`config.mk`:
```
export PLATFORM = sky130hd
export DESIGN_NAME = bcd_serial_adder
export DESIGN_NICKNAME = d
export VERILOG_FILES = /design/src/rtl/bcd_pkg.sv /design/src/rtl/bcd_digit_add.sv /design/src/rtl/bcd_serial_adder.sv
export SDC_FILE = /design/constraint.sdc
export NUM_CORES = 1
export LEC_CHECK = 0
export ABC_AREA = 0
export BUFFER_PORTS_ARGS = -buffer_cell sky130_fd_sc_hd__buf_2
export CAP_MARGIN = 0
export CORE_ASPECT_RATIO = 1.1
export CORE_MARGIN = 10
export CORE_UTILIZATION = 45
export DETAILED_ROUTE_END_ITERATION = 10
export MAX_ROUTING_LAYER = met4
export PLACE_DENSITY = 0.7
export SYNTH_ARGS = -nofsm -noshare
export SYNTH_HDL_FRONTEND = slang
export SYNTH_HIERARCHICAL = 1
export SYNTH_SLANG_ARGS = --single-unit
```
`constraint.sdc`:
```
create_clock -name clk -period 3.6 [get_ports clk]
set_clock_uncertainty 0.15 [all_clocks]
set_input_delay 0.54 -clock clk [delete_from_list [all_inputs] [get_ports clk]]
set_output_delay 0.54 -clock clk [all_outputs]
set_load 0.05 [all_outputs]
```
`src/rtl/bcd_pkg.sv`:
```
// Shared types and constants for the serial packed-BCD adder/subtractor.
package bcd_pkg;

    typedef logic [3:0] digit_t;

    localparam digit_t BCD_NINE = 4'd9;
    localparam digit_t BCD_ADJ  = 4'd6;

    typedef enum logic [1:0] {
        IDLE = 2'd0,
        ADD  = 2'd1,
        DONE = 2'd2
    } state_t;

endpackage

```
`src/rtl/bcd_digit_add.sv`:
```
// Single decimal digit adder: binary sum plus decimal adjust when above nine.
module bcd_digit_add
    import bcd_pkg::*;
(
    input  digit_t x,
    input  digit_t y,
    input  logic   ci,
    output digit_t d,
    output logic   co
);

    logic [4:0] t;

    always_comb begin
        t = {1'b0, x} + {1'b0, y} + {4'b0000, ci};
        if (t > {1'b0, BCD_NINE}) begin
            d  = t[3:0] + BCD_ADJ;
            co = 1'b1;
        end else begin
            d  = t[3:0];
            co = 1'b0;
        end
    end

endmodule

```
`src/rtl/bcd_serial_adder.sv`:
```
// Multi-digit packed-BCD adder/subtractor, one digit per clock, LSD first.
module bcd_serial_adder
    import bcd_pkg::*;
#(
    parameter int DIGITS = 4
) (
    input  logic                clk,
    input  logic                rst,
    input  logic                start,
    input  logic                sub,
    input  logic [4*DIGITS-1:0] a,
    input  logic [4*DIGITS-1:0] b,
    input  logic                cin,
    output logic [4*DIGITS-1:0] sum,
    output logic                cout,
    output logic                busy,
    output logic                done,
    output logic                err,
    output state_t              dbg_state
);

    // Handshake: start is taken only in IDLE (busy=0); busy stays high from the
    // accept edge through the single done cycle; sum/cout/err are valid from done
    // onward and held until the next accepted start.

    localparam int IW = (DIGITS > 1) ? $clog2(DIGITS) : 1;
    localparam logic [IW-1:0] LAST = IW'(DIGITS - 1);

    state_t              state, next_state;
    logic [4*DIGITS-1:0] a_q, b_q, b_eff;
    logic                carry, any_bad, accept, last_digit;
    logic [IW-1:0]       idx;
    digit_t              x, y, d;
    logic                co;

    assign accept     = (state == IDLE) && start;
    assign last_digit = (idx == LAST);
    assign x          = a_q[{idx, 2'b00} +: 4];
    assign y          = b_q[{idx, 2'b00} +: 4];
    assign dbg_state  = state;

    bcd_digit_add u_digit (
        .x  (x),
        .y  (y),
        .ci (carry),
        .d  (d),
        .co (co)
    );

    // Subtraction adds the 9's complement of b with a forced carry-in of one.
    always_comb begin
        b_eff   = '0;
        any_bad = 1'b0;
        for (int i = 0; i < DIGITS; i++) begin
            b_eff[4*i +: 4] = sub ? (BCD_NINE - b[4*i +: 4]) : b[4*i +: 4];
            any_bad = any_bad || (a[4*i +: 4] > BCD_NINE) || (b[4*i +: 4] > BCD_NINE);
        end
    end

    always_ff @(posedge clk or posedge rst) begin
        if (rst) state <= IDLE;
        else     state <= next_state;
    end

    always_comb begin
        next_state = state;
        case (state)
            IDLE:    if (start) next_state = ADD;
            ADD:     if (last_digit) next_state = DONE;
            DONE:    next_state = IDLE;
            default: next_state = IDLE;
        endcase
    end

    always_comb begin
        busy = (state != IDLE);
        done = (state == DONE);
    end

    always_ff @(posedge clk or posedge rst) begin
        if (rst) begin
            a_q   <= '0;
            b_q   <= '0;
            carry <= 1'b0;
            idx   <= '0;
            sum   <= '0;
            cout  <= 1'b0;
            err   <= 1'b0;
        end else if (accept) begin
            a_q   <= a;
            b_q   <= b_eff;
            carry <= sub ? 1'b1 : cin;
            idx   <= '0;
            err   <= any_bad;
        end else if (state == ADD) begin
            sum[{idx, 2'b00} +: 4] <= d;
            carry <= co;
            idx   <= last_digit ? '0 : idx + 1'b1;
            if (last_digit) cout <= co;
        end
    end

endmodule
```
==> results_dict.tcl, run 1 <==
set metrics [dict create \
    antenna_found_initial 0 \
    nets 396 \
    ant_nets 0 \
    die_area_sq_um 10330 \
    drtPass1Iterations 4 \
    io_buffers 58 \
    maxSlewHeadroom_pct 22.20 \
    dp_cells 416 \
    worstSetupEndpointType "flip-flop" \
    drt_wl_total_um 6725 \
    netlist_instances 284 \
    cp_num_cells 10 \
    hold_ws_ns 0.2681 \
    place_congestion 0.7644 \
    path_clk_slew_ns 0.10 \
    final_cell_mix "nand2_1, buf_2, dfrtp_1" \
    hold_viol_final 0 \
    root_buffer "clkbuf_8" \
    die_x_um 97.84 \
    cp.required_ns 3.67 \
    start_util_pct 46.03 \
    slowest_stage "fa_2" \
    hold_depth 3 \
    period_share_pct 97.38 \
    clock_sinks 55 \
    placementRows 31 \
    path_cells "mux4_2 > fa_2 > fa_2 > inv_4 > ha_4 > a31o_4 > o31ai_4 > mux2i_1 > nand2b_1 > o31ai_1" \
    layout_commonest_cell "nand2_1" \
    num_io_pins 59 \
    crit_buf_inv 1 \
    critical_path.max_stage_delay_ns 0.57 \
    diodes 0 \
    synth-edff-count 0 \
    die_h_um 105.6 \
    reg2regPathDepth 10 \
    min_period_ns 3.506 \
    htreeDepth 2 \
    grt_setup_unrepaired "yes" \
    clk_path_buf_depth 2 \
    track_usage_pct 13.59 \
    cts_buffers 5 \
    crit_fanout 4 \
    overflow 0 \
    cts_tree "built" \
    worstSetupPathType "flip-flop to flip-flop" \
    drv_slew 0 \
    synth_fp_nets 337 \
    synth-seq-cells 55 \
    critPathLaunchType "flip-flop" \
    grt_pass1_wl_um 11320 \
    hold_class "input pin to flip-flop" \
    status "completed" \
    fin_cells 426 \
    wire_per_inst_um 15.79 \
    ys_seq_area_share_pct 45.89 \
    clk_latency_ns 0.32 \
    syn_avg_cell_area_sq_um 10.56 \
    vias 2194 \
    max_cap_violations 0 \
    cp_top_family "adder cells" \
    cpMostUsedCell "fa_2" \
    ys.flop_type "dfrtp_1" \
    yosysWarnings 6 \
    setup_violations 0 \
    syn_to_final_growth_pct 16.15 \
    grt_pass1_vias 2406 \
    syn_area_sq_um 2999 \
    drive_gt1_share_pct 33.14 \
    drc_errors 0 \
    worstMarginPinSlew_ns 1.167 \
    clock.fmax_ghz 0.2852 \
    core_area_sq_um 6516 \
    dp_hpwl_um 5150 \
    synth_cell_types 39 \
    via_per_inst 5.150 \
    dr.first_iter.drc_count 127 \
    cp.arrival_ns 3.58 \
    r2r_setup_slack_ns 0.09 \
    grt_max_degree 56 \
    ys_async_sr_fraction_pct 100.0 \
]
worst paths after layout:
check / from / to
hold / removal: a[0] / a_q[0]
setup reg to reg: idx[0] / sum[10]
hold reg to reg: sum[9] / sum[9]
min in group asynchronous: rst / b_q[0]
setup / recovery: idx[0] / sum[10]
max in group asynchronous: rst / idx[0]
layer usage:
layer	vias to the layer above	share of wire, %	global-route usage, %
li1	1091	-	-
met5	-	0	-
met1	1033	44	15.42
met3	15	4.1	3.396
met2	55	50	22.78
met4	0	1.9	4.782
repair_timing:
action / in CTS / in global routing
setup buffers: 0 / 2
hold buffers: 0 / 0
setup endpoints to repair: 0 / 10
resized for setup: 0 / 12
cells by family after synthesis:
group,Yosys count,synth area share (%)
and+or+nand+nor,110,16.90
xor gates and xnor gates,10,2.920
AOI/OAI and AO/OA,53,13.52
muxes,14,8.052
buffers and inverters,26,5.549
adders and majority gates,16,7.176
DFF,55,45.89
final cells by class:
| type | count | area, sq um |
|---|---|---|
| sequential | 55 | 1378 |
| clock buffer | 7 | 76.32 |
| inverter | 13 | 51.30 |
| timing repair buffer | 65 | 346.6 |
| fill | 613 | 3033 |
| multi-input combinational | 203 | 1524 |
| tap | 82 | 102.6 |
| clock inverter | 1 | 5.005 |
registers in the layout, indices dropped and copies added, names as in the netlist:
signal and cells:
carry 1, err 1, idx 2, a_q 16
sum 16, b_q 16, cout 1, dbg_state 2
synth_stat cells, types with 3 or more instances:
| master | number | area (sq um) |
|---|---|---|
| o31ai_1 | 14 | 105.1 |
| buf_2 | 3 | 15.01 |
| o21ai_0 | 10 | 50.05 |
| buf_6 | 6 | 67.56 |
| mux2i_1 | 5 | 50.05 |
| mux4_2 | 8 | 180.2 |
| a21oi_1 | 3 | 15.01 |
| a22o_1 | 4 | 35.03 |
| nand3_1 | 3 | 15.01 |
| xor2_1 | 4 | 35.03 |
| nor2b_1 | 3 | 18.77 |
| nand2_1 | 84 | 315.3 |
| nand3b_1 | 4 | 30.03 |
| inv_1 | 13 | 48.80 |
| xnor2_1 | 6 | 52.55 |
| dfrtp_1 | 55 | 1376 |
| o21ai_2 | 16 | 140.1 |
| ha_1 | 14 | 175.2 |
| nand2b_1 | 6 | 37.54 |
through the flow:
step	cell area, sq um	setup TNS, ns	worst slack [ns]	util [%]
floorplan	3018	0	0.03220	-
global placement	3322	0	0.1752	50.98
detailed placement	3322	0	0.06585	50.98
CTS	3403	0	0.009800	52.23
global route	3483	-0.1935	-0.06484	53.46
finish	3483	0	0.09429	53.46
tightest hold or removal path, stage by stage:
cell     delay [ns]
buf_2          0.07
nand2_1        0.04
nand2_1        0.05
Power of run 1 is not shown: default switching activity piles up to over one toggle a cycle in this logic, so the estimate is an artifact.
==> run 2, diff against run 1 <==
--- a/config.mk
+++ b/config.mk
@@ -13,7 +13,7 @@
 export CORE_UTILIZATION = 45
 export DETAILED_ROUTE_END_ITERATION = 10
 export MAX_ROUTING_LAYER = met4
-export PLACE_DENSITY = 0.7
+export PLACE_DENSITY = 0.67
 export SYNTH_ARGS = -nofsm -noshare
 export SYNTH_HDL_FRONTEND = slang
 export SYNTH_HIERARCHICAL = 1
==> constraint.sdc (replaced) <==
create_clock -name clk -period 3.75 [get_ports clk]
set_clock_uncertainty 0.15 [all_clocks]
set_input_delay 0.5625 -clock clk [delete_from_list [all_inputs] [get_ports clk]]
set_output_delay 0.5625 -clock clk [all_outputs]
set_load 0.05 [all_outputs]
==> run 2 against run 1 <==
Sequential share of layout area up 0.32 points. Critical path depth up 1. Design area down 0.90%. Core utilization down 0.48 points. Global-route usage up 0.11 points. Clock-buffer cell count down 1. Register-to-register slack better by 0.10 ns. Cell count unchanged. Setup slack better by 0.10 ns. First-iteration DRC count down 38%. Fmax down 1.3%. Critical path type unchanged. Highest routed layer unchanged.
==> results_dict.tcl, run 2 (synthesis gave the netlist of run 1 again) <==
set metrics [dict create \
    status "completed" \
    crit_buf_inv 2 \
    min_period_ns 3.552 \
    cp_top_family "adder cells" \
    hold_ws_ns 0.2792 \
    final_cell_mix "nand2_1, buf_2, dfrtp_1" \
    path_cells "mux4_2 > fa_2 > fa_2 > inv_1 > ha_1 > a31o_1 > o31ai_4 > buf_4 > xnor2_1 > nand2b_1 > o31ai_1" \
    htreeDepth 2 \
    placementRows 31 \
    max_cap_violations 0 \
    critical_path.max_stage_delay_ns 0.56 \
    cp.required_ns 3.82 \
    multi_input_area_sq_um 1471 \
    core_area_sq_um 6516 \
    die_area_sq_um 10330 \
    ant_nets 0 \
    setup_violations 0 \
    antenna_found_initial 0 \
    hold_class "input pin to async pin" \
    num_io_pins 59 \
    cp.arrival_ns 3.62 \
    cts_buffers 5 \
    nets 397 \
    layout_setup_ws_ns 0.1978 \
    die_x_um 97.84 \
    cts_tree "built" \
    cpMostUsedCell "fa_2" \
    grt_pass1_vias 2418 \
    post_cts_buffers 0 \
    n_fill_cell 620 \
    reg2regPathDepth 11 \
    slowest_stage "mux4_2" \
    layout_commonest_cell "nand2_1" \
    largest_registers "a_q x16, b_q x16, sum x16" \
    r2r_setup_slack_ns 0.20 \
    start_util_pct 46.03 \
    drtPass1Iterations 4 \
    io_buffers 58 \
    area.sequential_sq_um 1376 \
    clock_sinks 55 \
    syn_to_final_growth_pct 15.10 \
    hold_viol_final 0 \
    crit_fanout 4 \
    worstSetupPathType "flip-flop to flip-flop" \
    critPathLaunchType "flip-flop" \
    period_share_pct 94.72 \
    worstSetupEndpointType "flip-flop" \
    die_h_um 105.6 \
    grt_max_degree 45 \
    place_congestion 0.8001 \
    clk_latency_ns 0.31 \
    clk_path_buf_depth 2 \
    drt_wl_total_um 6744 \
    wire_per_inst_um 15.83 \
    drive_gt1_share_pct 31.40 \
    overflow 0 \
    drc_errors 0 \
    root_buffer "clkbuf_8" \
    fin_cells 426 \
    worstMarginPinSlew_ns 0.8853 \
    grt_pass1_wl_um 11590 \
    dp_hpwl_um 5305 \
    path_clk_slew_ns 0.10 \
    via_per_inst 5.256 \
    diodes 0 \
    track_usage_pct 13.70 \
    maxSlewHeadroom_pct 40.89 \
    clock.fmax_ghz 0.2815 \
    vias 2239 \
    pre_cts_ws_ns 0.1224 \
    dr.first_iter.drc_count 79 \
    cp_num_cells 11 \
    dp_cells 419 \
    drv_slew 0 \
]
## run 2: worst paths after layout
check / start / endpoint
min in group clk: a[0] / a_q[0]
worst max-delay path: idx[0] / sum[9]
worst min-delay path: rst / b_q[4]
worst max register to register: idx[0] / sum[9]
worst min register to register: sum[12] / sum[12]
max in group asynchronous: rst / a_q[2]
## run 2: timing repair
| item | in CTS | in global routing |
|---|---|---|
| resized for setup | 0 | 3 |
| setup endpoints to repair | 0 | 9 |
| hold buffers | 0 | 0 |
| endpoints found under the hold margin | 0 | 0 |
## run 2: metrics by stage
stage,setup TNS (ns),util [%],area (sq um)
after floorplan,0,-,3005
after global placement,0,51.25,3339
after detailed placement,0,51.25,3339
after CTS,0,52.82,3442
after global routing,-0.03637,52.98,3452
final,0,52.98,3452
## run 2: area by class of cell
cell class	count	area share [%]
Timing Repair Buffer	66	10.15
Inverter	13	1.414
Clock buffer	6	2.102
Sequential cell	55	39.87
Clock inverter	1	0.8699
Multi-Input combinational cell	203	42.62
Tap cell	82	2.972
## run 2: worst reg2reg max path, cell delays in order (launching register included)
cell and delay [ns]:
dfrtp_1 0.45, mux4_2 0.56, fa_2 0.42, fa_2 0.52, inv_1 0.07, ha_1 0.21, a31o_1 0.23, o31ai_4 0.20
buf_4 0.16, xnor2_1 0.13, nand2b_1 0.12, o31ai_1 0.25
## run 2: per-layer routing
| layer | global-route usage, % | wire (um) | vias up |
|---|---|---|---|
| met3 | 3.462 | 291 | 6 |
| met2 | 23.54 | 3465 | 51 |
| li1 | - | - | 1093 |
| met5 | - | 0 | - |
| met4 | 3.119 | 72 | 0 |
| met1 | 15.70 | 2916 | 1089 |
Power of run 2 is left out for the same reason.
==> run 3, diff against run 2 <==
--- a/config.mk
+++ b/config.mk
@@ -13,7 +13,7 @@
 export CORE_UTILIZATION = 45
 export DETAILED_ROUTE_END_ITERATION = 10
 export MAX_ROUTING_LAYER = met4
-export PLACE_DENSITY = 0.67
+export PLACE_DENSITY = 0.72
 export SYNTH_ARGS = -nofsm -noshare
 export SYNTH_HDL_FRONTEND = slang
 export SYNTH_HIERARCHICAL = 1
==> run 3 against run 2 <==
Global-route usage fell by 0.24 points. Hold slack got worse by 0.080 ns. Sequential share of layout area rose by 0.21 points. Register-to-register slack got worse by 0.03 ns. First-iteration DRC count rose by 19%. Largest cell class unchanged. Cell count did not move. Fmax fell by 0.96%. Routed wire length fell by 3.2%. Non-clock buffer count fell by 1.
==> results_dict.tcl, run 3 (synthesis gave the netlist of run 1 again) <==
set metrics [dict create \
    status "completed" \
    hold_viol_final 0 \
    vias 2196 \
    root_buffer "clkbuf_8" \
    die_h_um 105.6 \
    wire_per_inst_um 15.32 \
    drc_errors 0 \
    dp_hpwl_um 5233 \
    crit_fanout 4 \
    final_cell_mix "nand2_1, buf_2, dfrtp_1" \
    period_share_pct 95.64 \
    clock.fmax_ghz 0.2788 \
    setup_violations 0 \
    die_area_sq_um 10330 \
    layout_commonest_cell "nand2_1" \
    drt_wl_total_um 6527 \
    place_area_sq_um 3332 \
    cts_tree "built" \
    drtPass1Iterations 4 \
    grt_max_degree 34 \
    via_per_inst 5.155 \
    ant_nets 0 \
    cts_hold_buffers 0 \
    io_buffers 58 \
    final.setup.tns_ns 0 \
    clk_latency_ns 0.31 \
    track_usage_pct 13.46 \
    grt_pass1_vias 2373 \
    critical_path.max_stage_delay_ns 0.53 \
    cts_buffers 5 \
    placementRows 31 \
    wl_met3_um 291 \
    reg2regPathDepth 11 \
    grt_pass1_wl_um 11340 \
    top_layer "met4" \
    drv_slew 0 \
    max_cap_violations 0 \
    hold_class "input pin to async pin" \
    syn_to_final_growth_pct 14.60 \
    path_cells "mux4_2 > fa_2 > fa_2 > inv_1 > ha_1 > a31o_1 > o31ai_4 > buf_4 > xnor2_1 > nand2b_1 > o31ai_2" \
    r2r_setup_slack_ns 0.16 \
    final_cell_area_sq_um 3437 \
    htreeDepth 2 \
    drive_gt1_share_pct 31.98 \
    path_clk_slew_ns 0.10 \
    worstSetupPathType "flip-flop to flip-flop" \
    drt-met1-wl_um 2915 \
    r2r-start "idx[0]" \
    die_x_um 97.84 \
    dr_wl_met2_um 3260 \
    cp.required_ns 3.83 \
    place_congestion 0.7688 \
    nets 396 \
    largest_registers "a_q x16, b_q x16, sum x16" \
    clk_path_buf_depth 2 \
    diodes 0 \
    core_area_sq_um 6516 \
    critPathLaunchType "flip-flop" \
    worstMarginPinSlew_ns 0.6995 \
    slowest_stage "mux4_2" \
    worstSetupEndpointType "flip-flop" \
    cp.arrival_ns 3.67 \
    min_period_ns 3.586 \
    num_io_pins 59 \
    r2r_end "sum[13]" \
    maxSlewHeadroom_pct 53.30 \
    dr.first_iter.drc_count 94 \
    clock_sinks 55 \
    antenna_found_initial 0 \
    start_util_pct 46.03 \
    cpMostUsedCell "fa_2" \
    overflow 0 \
]
-- run 3: changes by cell type in the layout (fill, tap and decap cells not counted), sizes merged --
cell and delta:
clkbuf +1, clkinv +1, buf -1, bufinv -1
-- run 3: how the worst max path moves through the flow --
stage	slack, ns	startpoint	end	cells after the start
CTS	0.003	idx[0]	sum[10]	10
detailed placement	0.02	idx[0]	sum[14]	10
global placement	0.23	idx[0]	sum[13]	11
global route	-0.009	idx[0]	sum[13]	11
floorplan	0.03	idx[0]	sum[10]	12
finish	0.16	idx[0]	sum[13]	11
-- run 3: layer usage --
| layer | track usage (%) | up-vias |
|---|---|---|
| met1 | 15.88 | 1048 |
| met2 | 22.26 | 51 |
| met4 | 3.638 | 0 |
| met3 | 3.462 | 6 |
| met5 | - | - |
| li1 | - | 1091 |
-- run 3: per-stage QoR --
step / hold WS, ns / setup slack, ns / std cells / utilization (%)
2_1_floorplan: 0.2895 / 0.02900 / 284 / -
3_3_place_gp: 0.3048 / 0.2277 / 418 / 51.13
3_5_place_dp: 0.3132 / 0.02380 / 418 / 51.13
4_1_cts: 0.2183 / 0.002571 / 426 / 52.38
5_1_grt: 0.2490 / -0.008613 / 426 / 52.75
6_report: 0.1990 / 0.1636 / 426 / 52.75
-- run 3: critical path, delay by kind of cell, from the launching register on --
kind | cells | cell delay [ns]
fa+ha+maj | 3 | 1.18
compound gates | 3 | 0.70
mux | 1 | 0.53
flops | 1 | 0.42
buf+inv | 2 | 0.24
xor+xnor | 1 | 0.14
simple gates | 1 | 0.14
-- run 3: cell type report --
type,instances,area [sq um]
tap,82,102.6
fill,626,3079
multi-input combinational,203,1484
clock inverter,1,5.005
sequential,55,1378
clock buffer,7,76.32
inverter,13,48.80
timing repair buffer,65,342.8
-- run 3: what timing repair did --
action | in CTS | in global routing
resized for setup | 0 | 7
buffers inserted | 0 | 0
setup endpoints to repair | 0 | 10
hold endpoints to repair | 0 | 0
Power of run 3 is left out for the same reason.
